<file path="src/rtl/mem_port_arbiter_if.sv">
// Bundle of requester handshakes, read return and memory command signals for mem_port_arbiter.
// The arbiter connects through the slave modport; requesters and memory use master.
interface mem_port_arbiter_if #(
  parameter int unsigned AW = 16,
  parameter int unsigned DW = 32
);
  logic          if_req;
  logic [AW-1:0] if_addr;
  logic          if_gnt;
  logic          if_rvalid;

  logic          dm_req;
  logic          dm_we;
  logic [AW-1:0] dm_addr;
  logic [DW-1:0] dm_wdata;
  logic          dm_gnt;
  logic          dm_rvalid;

  logic          dbg_req;
  logic [AW-1:0] dbg_addr;
  logic          dbg_gnt;
  logic          dbg_rvalid;

  logic [DW-1:0] rdata;

  logic          mem_en;
  logic          mem_we;
  logic [AW-1:0] mem_addr;
  logic [DW-1:0] mem_wdata;
  logic [DW-1:0] mem_rdata;

  modport slave (
    input  if_req, if_addr, dm_req, dm_we, dm_addr, dm_wdata, dbg_req, dbg_addr, mem_rdata,
    output if_gnt, if_rvalid, dm_gnt, dm_rvalid, dbg_gnt, dbg_rvalid, rdata,
           mem_en, mem_we, mem_addr, mem_wdata
  );

  modport master (
    output if_req, if_addr, dm_req, dm_we, dm_addr, dm_wdata, dbg_req, dbg_addr, mem_rdata,
    input  if_gnt, if_rvalid, dm_gnt, dm_rvalid, dbg_gnt, dbg_rvalid, rdata,
           mem_en, mem_we, mem_addr, mem_wdata
  );
endinterface

</file>
<file path="src/rtl/mem_port_arbiter.sv">
// Fixed-priority (dm > if > dbg) arbiter for a single-port synchronous memory, with
// starvation promotion for fetch and debug and one-cycle read data steering.
module mem_port_arbiter #(
  parameter int unsigned AW         = 16,
  parameter int unsigned DW         = 32,
  parameter int unsigned STARVE_MAX = 8
) (
  input  logic                clk,
  input  logic                rst_n,
  mem_port_arbiter_if.slave   bus
);

  localparam int unsigned WW = 8;
  localparam logic [WW-1:0] WAIT_SAT = WW'(STARVE_MAX);

  typedef enum logic [1:0] {
    OWN_NONE = 2'd0,
    OWN_IF   = 2'd1,
    OWN_DM   = 2'd2,
    OWN_DBG  = 2'd3
  } owner_e;

  owner_e        owner_q, owner_d;
  logic [WW-1:0] wait_if, wait_if_d;
  logic [WW-1:0] wait_dbg, wait_dbg_d;
  logic          gnt_if, gnt_dm, gnt_dbg;
  logic          sat_if, sat_dbg;
  logic          any_rvalid;

  assign sat_if  = (wait_if == WAIT_SAT);
  assign sat_dbg = (wait_dbg == WAIT_SAT);

  // Owner of the read in flight and the starvation counters.
  always_ff @(posedge clk or negedge rst_n) begin
    if (!rst_n) begin
      owner_q  <= OWN_NONE;
      wait_if  <= '0;
      wait_dbg <= '0;
    end else begin
      owner_q  <= owner_d;
      wait_if  <= wait_if_d;
      wait_dbg <= wait_dbg_d;
    end
  end

  // Grant selection, next owner and counter updates; grants are held off during reset.
  always_comb begin
    gnt_if     = 1'b0;
    gnt_dm     = 1'b0;
    gnt_dbg    = 1'b0;
    owner_d    = OWN_NONE;
    wait_if_d  = '0;
    wait_dbg_d = '0;

    if (rst_n) begin
      if (bus.if_req && sat_if)        gnt_if  = 1'b1;
      else if (bus.dbg_req && sat_dbg) gnt_dbg = 1'b1;
      else if (bus.dm_req)             gnt_dm  = 1'b1;
      else if (bus.if_req)             gnt_if  = 1'b1;
      else if (bus.dbg_req)            gnt_dbg = 1'b1;
    end

    if (gnt_if)                     owner_d = OWN_IF;
    else if (gnt_dbg)               owner_d = OWN_DBG;
    else if (gnt_dm && !bus.dm_we)  owner_d = OWN_DM;

    if (bus.if_req && !gnt_if)
      wait_if_d = sat_if ? wait_if : WW'(wait_if + WW'(1));
    if (bus.dbg_req && !gnt_dbg)
      wait_dbg_d = sat_dbg ? wait_dbg : WW'(wait_dbg + WW'(1));
  end

  // Memory command mux; address and write data read as zero when unused.
  always_comb begin
    bus.mem_addr  = '0;
    bus.mem_wdata = '0;
    if (gnt_dm) begin
      bus.mem_addr = bus.dm_addr;
      if (bus.dm_we) bus.mem_wdata = bus.dm_wdata;
    end else if (gnt_if) begin
      bus.mem_addr = bus.if_addr;
    end else if (gnt_dbg) begin
      bus.mem_addr = bus.dbg_addr;
    end
  end

  assign bus.if_gnt  = gnt_if;
  assign bus.dm_gnt  = gnt_dm;
  assign bus.dbg_gnt = gnt_dbg;
  assign bus.mem_en  = gnt_if | gnt_dm | gnt_dbg;
  assign bus.mem_we  = gnt_dm & bus.dm_we;

  assign bus.if_rvalid  = (owner_q == OWN_IF);
  assign bus.dm_rvalid  = (owner_q == OWN_DM);
  assign bus.dbg_rvalid = (owner_q == OWN_DBG);
  assign any_rvalid     = (owner_q != OWN_NONE);
  assign bus.rdata      = any_rvalid ? bus.mem_rdata : '0;

endmodule
</file>
<file path="src/flat_wrapper.sv">
// flat-port wrapper written by rule: the top's interface ports become plain ports
module mem_port_arbiter_flat 
#(
  parameter int unsigned AW         = 16,
  parameter int unsigned DW         = 32,
  parameter int unsigned STARVE_MAX = 8
)
  (clk, rst_n, bus_if_req, bus_if_addr, bus_dm_req, bus_dm_we, bus_dm_addr, bus_dm_wdata, bus_dbg_req, bus_dbg_addr, bus_mem_rdata, bus_if_gnt, bus_if_rvalid, bus_dm_gnt, bus_dm_rvalid, bus_dbg_gnt, bus_dbg_rvalid, bus_rdata, bus_mem_en, bus_mem_we, bus_mem_addr, bus_mem_wdata);
  mem_port_arbiter_if #(.AW(AW), .DW(DW)) bus_i ();
  input  logic clk;
  input  logic rst_n;
  input wire logic [$bits(bus_i.if_req)-1:0] bus_if_req;
  input wire logic [$bits(bus_i.if_addr)-1:0] bus_if_addr;
  input wire logic [$bits(bus_i.dm_req)-1:0] bus_dm_req;
  input wire logic [$bits(bus_i.dm_we)-1:0] bus_dm_we;
  input wire logic [$bits(bus_i.dm_addr)-1:0] bus_dm_addr;
  input wire logic [$bits(bus_i.dm_wdata)-1:0] bus_dm_wdata;
  input wire logic [$bits(bus_i.dbg_req)-1:0] bus_dbg_req;
  input wire logic [$bits(bus_i.dbg_addr)-1:0] bus_dbg_addr;
  input wire logic [$bits(bus_i.mem_rdata)-1:0] bus_mem_rdata;
  output wire logic [$bits(bus_i.if_gnt)-1:0] bus_if_gnt;
  output wire logic [$bits(bus_i.if_rvalid)-1:0] bus_if_rvalid;
  output wire logic [$bits(bus_i.dm_gnt)-1:0] bus_dm_gnt;
  output wire logic [$bits(bus_i.dm_rvalid)-1:0] bus_dm_rvalid;
  output wire logic [$bits(bus_i.dbg_gnt)-1:0] bus_dbg_gnt;
  output wire logic [$bits(bus_i.dbg_rvalid)-1:0] bus_dbg_rvalid;
  output wire logic [$bits(bus_i.rdata)-1:0] bus_rdata;
  output wire logic [$bits(bus_i.mem_en)-1:0] bus_mem_en;
  output wire logic [$bits(bus_i.mem_we)-1:0] bus_mem_we;
  output wire logic [$bits(bus_i.mem_addr)-1:0] bus_mem_addr;
  output wire logic [$bits(bus_i.mem_wdata)-1:0] bus_mem_wdata;
  assign bus_i.if_req = bus_if_req;
  assign bus_i.if_addr = bus_if_addr;
  assign bus_i.dm_req = bus_dm_req;
  assign bus_i.dm_we = bus_dm_we;
  assign bus_i.dm_addr = bus_dm_addr;
  assign bus_i.dm_wdata = bus_dm_wdata;
  assign bus_i.dbg_req = bus_dbg_req;
  assign bus_i.dbg_addr = bus_dbg_addr;
  assign bus_i.mem_rdata = bus_mem_rdata;
  assign bus_if_gnt = bus_i.if_gnt;
  assign bus_if_rvalid = bus_i.if_rvalid;
  assign bus_dm_gnt = bus_i.dm_gnt;
  assign bus_dm_rvalid = bus_i.dm_rvalid;
  assign bus_dbg_gnt = bus_i.dbg_gnt;
  assign bus_dbg_rvalid = bus_i.dbg_rvalid;
  assign bus_rdata = bus_i.rdata;
  assign bus_mem_en = bus_i.mem_en;
  assign bus_mem_we = bus_i.mem_we;
  assign bus_mem_addr = bus_i.mem_addr;
  assign bus_mem_wdata = bus_i.mem_wdata;
  mem_port_arbiter #(.AW(AW), .DW(DW), .STARVE_MAX(STARVE_MAX)) u_core (.clk(clk), .rst_n(rst_n), .bus(bus_i));
endmodule
</file>
<file path="config.mk">
export PLATFORM = sky130hd
export DESIGN_NAME = mem_port_arbiter_flat
export DESIGN_NICKNAME = d
export VERILOG_FILES = /design/src/rtl/mem_port_arbiter_if.sv /design/src/rtl/mem_port_arbiter.sv /design/src/flat_wrapper.sv
export SDC_FILE = /design/constraint.sdc
export NUM_CORES = 1
export LEC_CHECK = 0
export BUFFER_PORTS_ARGS = -buffer_cell sky130_fd_sc_hd__buf_2
export CAP_MARGIN = 25
export CORE_ASPECT_RATIO = 0.5
export CORE_MARGIN = 2
export CORE_UTILIZATION = 35
export DETAILED_ROUTE_END_ITERATION = 16
export PLACE_DENSITY = 0.92
export SYNTH_ARGS = -nofsm -noshare
export SYNTH_HDL_FRONTEND = slang
export SYNTH_SLANG_ARGS = --single-unit
</file>
<file path="constraint.sdc">
create_clock -name clk -period 2.3 [get_ports clk]
set_input_delay 0.23 -clock clk [delete_from_list [all_inputs] [get_ports clk]]
set_output_delay 0.23 -clock clk [all_outputs]
set_load 0.01 [all_outputs]
</file>
# After elaboration in Yosys (flattened, before gate mapping)
# Cells that the tools add are included.
# totals
reg_bits,18
out_inout_bits,88
# classes
bitwise,3
eq_ne,7
n_reduce_logical,9
muxes,28
n_addsub,2
# ops
op,n
two-way mux 32 bit,3
two-way mux 16 bit,3
two-way mux 8 bit,4
"adder 8 x 1 -> 8 bit, second input constant",2
"equality test 8 x 4 -> 1 bit, second input constant",2
two-way mux 1 bit,15
two-way mux 2 bit,3
logical AND 1 bit,5
"equality test 2 bit, second input constant",2
"!= test 2 bit, second input constant",2
zero test 1 bit,3
"equality test 2 x 1 -> 1 bit, second input constant",1
bitwise OR 1 bit,2
nonzero test 2 bit,1
AND 1 bit,1

# Longest topological paths before layout
# depth
word_depth,9
mapped_depth,8
depth_no_buf,7

# Worst setup path after synthesis
# No wires, ideal clock.
# synth_timing
path_type,reg2out
from,register u_core.wait_if[0]
to,output bus_mem_addr[10]
path_slack_ps,250
n_path_buf,2
t_arrival_ps,1820
path_stages_with_launch,9
cell_sequence,dfrtp_1 inv_1 ha_1 and4bb_2 a21oi_1 buf_2 buf_2 nand3_1 a31oi_1
# synth_between
elab_chain_len,7
word_cells_on_any_way,11
# synth_lines
item,line,source
start: declaration,mem_port_arbiter.sv:24,"logic [WW-1:0] wait_if, wait_if_d;"
start signal: assignment,mem_port_arbiter.sv:41,wait_if <= wait_if_d;
equality test 8 x 4 -> 1 bit (*),mem_port_arbiter.sv:30,assign sat_if = (wait_if == WAIT_SAT);
logical AND 1 bit (*),mem_port_arbiter.sv:56,if (bus.if_req && sat_if) gnt_if = 1'b1;
two-way mux 1 bit,mem_port_arbiter.sv:56,
two-way mux 1 bit,mem_port_arbiter.sv:55,if (rst_n) begin
two-way mux 16 bit,mem_port_arbiter.sv:82,end else if (gnt_dbg) begin
two-way mux 16 bit,mem_port_arbiter.sv:80,end else if (gnt_if) begin
two-way mux 16 bit (*),mem_port_arbiter.sv:77,if (gnt_dm) begin
end: declaration,flat_wrapper.sv:30,output wire logic [$bits(bus_i.mem_addr)-1:0] bus_mem_addr;
# Mark *: on every way between the ends. The rest lies on a longest branch, timed or not.

# Worst setup path in the final report
# layout_timing
from,register u_core.wait_dbg[0]
to,output bus_mem_addr[4]
# layout_between
elab_chain_len,8
word_cells_on_any_way,14
# layout_lines
item,line,source
start: declaration,mem_port_arbiter.sv:25,"logic [WW-1:0] wait_dbg, wait_dbg_d;"
start signal: assignment,mem_port_arbiter.sv:42,wait_dbg <= wait_dbg_d;
equality test 8 x 4 -> 1 bit (*),mem_port_arbiter.sv:31,assign sat_dbg = (wait_dbg == WAIT_SAT);
logical AND 1 bit (*),mem_port_arbiter.sv:57,else if (bus.dbg_req && sat_dbg) gnt_dbg = 1'b1;
two-way mux 1 bit,mem_port_arbiter.sv:57,
two-way mux 1 bit,mem_port_arbiter.sv:56,
two-way mux 1 bit,mem_port_arbiter.sv:55,
two-way mux 16 bit,mem_port_arbiter.sv:82,
two-way mux 16 bit,mem_port_arbiter.sv:80,
two-way mux 16 bit (*),mem_port_arbiter.sv:77,
# Marked as above.

==> impl_metrics.ini <==
[layout]
synthToLayoutAreaGrowth_pct = 76.21
multi_input_area_sq_mm = 0.001474
fillers = 422
nets = 584
final_util = 0.6565
design_area_sq_mm = 0.003327
final_cells = 531
drive_above_1_share = 0.5813
antenna_cells = 0
seq_area_sq_um = 452.9

[routing]
antenna_left = 0
wirelength_um = 8186
drc = 0
drt_pass1_iterations = 4
drt_iter0_drc = 201
via_per_inst = 5.092
post_drt_wl_per_cell_um = 15.42
vias = 2704

[global_route]
grt_pass1_vias = 2510
gr-total-overflow = 0
grt_use_met2 = 0.4519
grt_pass1_wl_um = 12300
antenna_found_initial = 0
grtUsageMet3 = 0.04098
grt_max_degree = 34
grt_use_met1 = 0.3247
grt_use_total = 0.2530
top_usage_layer = met2

[synth]
synth_cells = 243
netlist_area_sq_mm = 0.001888
synth_area_leader_cell = dfrtp_1
synth_seq_cells = 18
yosys_warnings = 0
yosysTopAreaCellShare = 0.2386
yosys-top-cells-count = nor2b_1, and2_1, nand3_1
yosys.cell_types.count = 39
syn_nets = 365
synth_most_common_cell = nor2b_1
synth_area_leaders = dfrtp_1, nor2b_1, and2_1, nand3_1, xor2_1
avgSynthCellArea_sq_um = 7.770
synth-async-reset-ratio = 1.000
yosysSeqAreaShare = 0.2386
ys.flop_type = dfrtp_1
synth_edf_count = 0

[timing]
min_period_over_period = 1.041
final-setup-viol-count = 48
layout_setup_ws_ns = -0.09436
slew_viol_final = 0
fmax_ghz = 0.4176
skew_ns = 0.005836
worst_pin_slew_ns = 0.5458
hold_viol_final = 0
slew_headroom = 0.6337
fin_crit_ns = 2.394
rsz0062_at_grt = yes

[clock_network]
cts_sinks = 18
clk_latency_ns = 0.26
cts_made_buffers = 3
clk_path_buf_depth = 2
cts_tree = built
cts-root-buf = clkbuf_8
h-tree-depth = 1
path_clk_slew_ns = 0.07

[pwr]
leakagePower_nw = 1.830
max-vdd-ir-drop_uv = 187.2
powerDensity_mw_per_mm2 = 326.4

[worst_setup_path]
path_buf_inv = 3
worstPathMaxFanout = 7
r2r_slack_ns = 0.38
crit_path_end_kind = output pin
slowest_stage = or4bb_4
r2r_cells = 5
crit_family = simple AND/OR/NAND/NOR gates
cp-start-kind = flop
crit_arrival_ns = 2.16
regToRegEndpoint = u_core.wait_if[1]
r2r-start = u_core.wait_if[5]
critPathMaxStageDelay_ns = 0.49
crit_type = flop to output pin
path_cells = inv_2 -> ha_4 -> or4bb_4 -> o21ai_4 -> buf_6 -> nand3_2 -> a31oi_2 -> buf_2
required_ns = 2.07

[status]
violations = setup timing
status = complete, but fails checks

[min_path]
hp-start = bus_dm_we
worstHoldEndpoint = u_core.owner_q[1]
hp-class = input pin to flop
whs_path_depth = 2

[placement]
postPlaceCellArea_sq_mm = 0.003062
gp_congestion = 0.8594
place_hpwl_um = 6308
dp_cells = 519
portBuffers = 205

[floorplan]
die_h_um = 55.94
fp.dieW_um = 107.9
core_sq_mm = 0.005067
dieArea_sq_mm = 0.006034
rows = 18
start_util = 0.3726
io_pins = 206

[job]
maxCapViolCount = 0
-- metrics by stage --
step	setup TNS, ns	hold WS (ns)	power (mW)	setup slack (ns)
4_1_cts	-1.113	0.2063	1.072	-0.03725
6_report	-2.592	0.2147	1.086	-0.09436
3_3_place_gp	0	0.1081	0.7662	0.1181
2_1_floorplan	0	-0.06559	0.5423	0.2502
3_5_place_dp	0	0.1150	0.7735	0.06788
5_1_grt	-5.688	0.2044	1.150	-0.1810
-- state kept, by name, summed over array words and instances, names as in the netlist --
register / count
u_core.wait_dbg: 8
u_core.owner_q: 2
u_core.wait_if: 8
-- metal layers --
layer	vias to the layer above	routed length, um
met3	21	718
li1	1294	-
met4	0	181
met2	152	4076
met5	-	0
met1	1237	3210
-- layout make-up --
| type | instances | area share |
|---|---|---|
| Clock buffer | 4 | 0.01655 |
| Inverter | 8 | 0.009026 |
| Multi-Input combinational cell | 204 | 0.4430 |
| Sequential cell | 18 | 0.1361 |
| Tap cell | 70 | 0.02633 |
| Timing Repair Buffer | 227 | 0.3689 |
-- where the power goes --
part / internal, mW / switching (mW)
Sequential: 0.327 / 0.0116
Clock: 0.152 / 0.115
Combinational: 0.235 / 0.245
-- repair_timing --
item	in CTS	in global routing
hold buffers	2	0
endpoints found under the hold margin	8	0
setup endpoints to repair	51	51
cloned	1	0
setup buffers	4	1
pin swaps	16	11
gates resized for setup	19	18
-- cell families (layout without fill, tap and decap cells) --
logic type | Yosys count | after routing | share of synthesized area
flip-flops | 18 | 18 | 0.2386
XOR/XNOR | 10 | 10 | 0.04639
AO/OA/AOI/OAI | 47 | 47 | 0.1670
adder cells (fa/ha/maj) | 4 | 4 | 0.02651
buffers and inverters | 21 | 239 | 0.05036
AND/OR/NAND/NOR | 143 | 143 | 0.4712
-- how the worst max path moves through the flow --
stage,startpoint,to,slack (ns),cells past startpoint
6_report,u_core.wait_dbg[0],bus_mem_addr[4],-0.09,8
3_3_place_gp,u_core.wait_dbg[0],bus_mem_addr[0],0.12,8
5_1_grt,u_core.wait_dbg[0],bus_mem_addr[7],-0.18,8
3_5_place_dp,u_core.wait_dbg[0],bus_mem_addr[0],0.07,8
4_1_cts,u_core.wait_dbg[0],bus_mem_addr[11],-0.04,8
2_1_floorplan,u_core.wait_if[0],bus_mem_addr[10],0.25,8
-- layout by cell type (no fill, tap or decap), types with 3 or more instances in the layout --
cell / instances
buf_4: 14
and3_1: 9
o21ai_4: 4
a21oi_1: 3
a31oi_1: 9
dfrtp_1: 16
nand3_1: 12
o21ai_0: 17
nor2b_1: 35
buf_6: 5
and2_1: 33
clkbuf_8: 4
nand3_2: 9
xor2_1: 10
nor2_1: 10
a221o_1: 6
buf_2: 205
inv_2: 6
nor3_1: 11
Power figures use the tool's default switching activity.
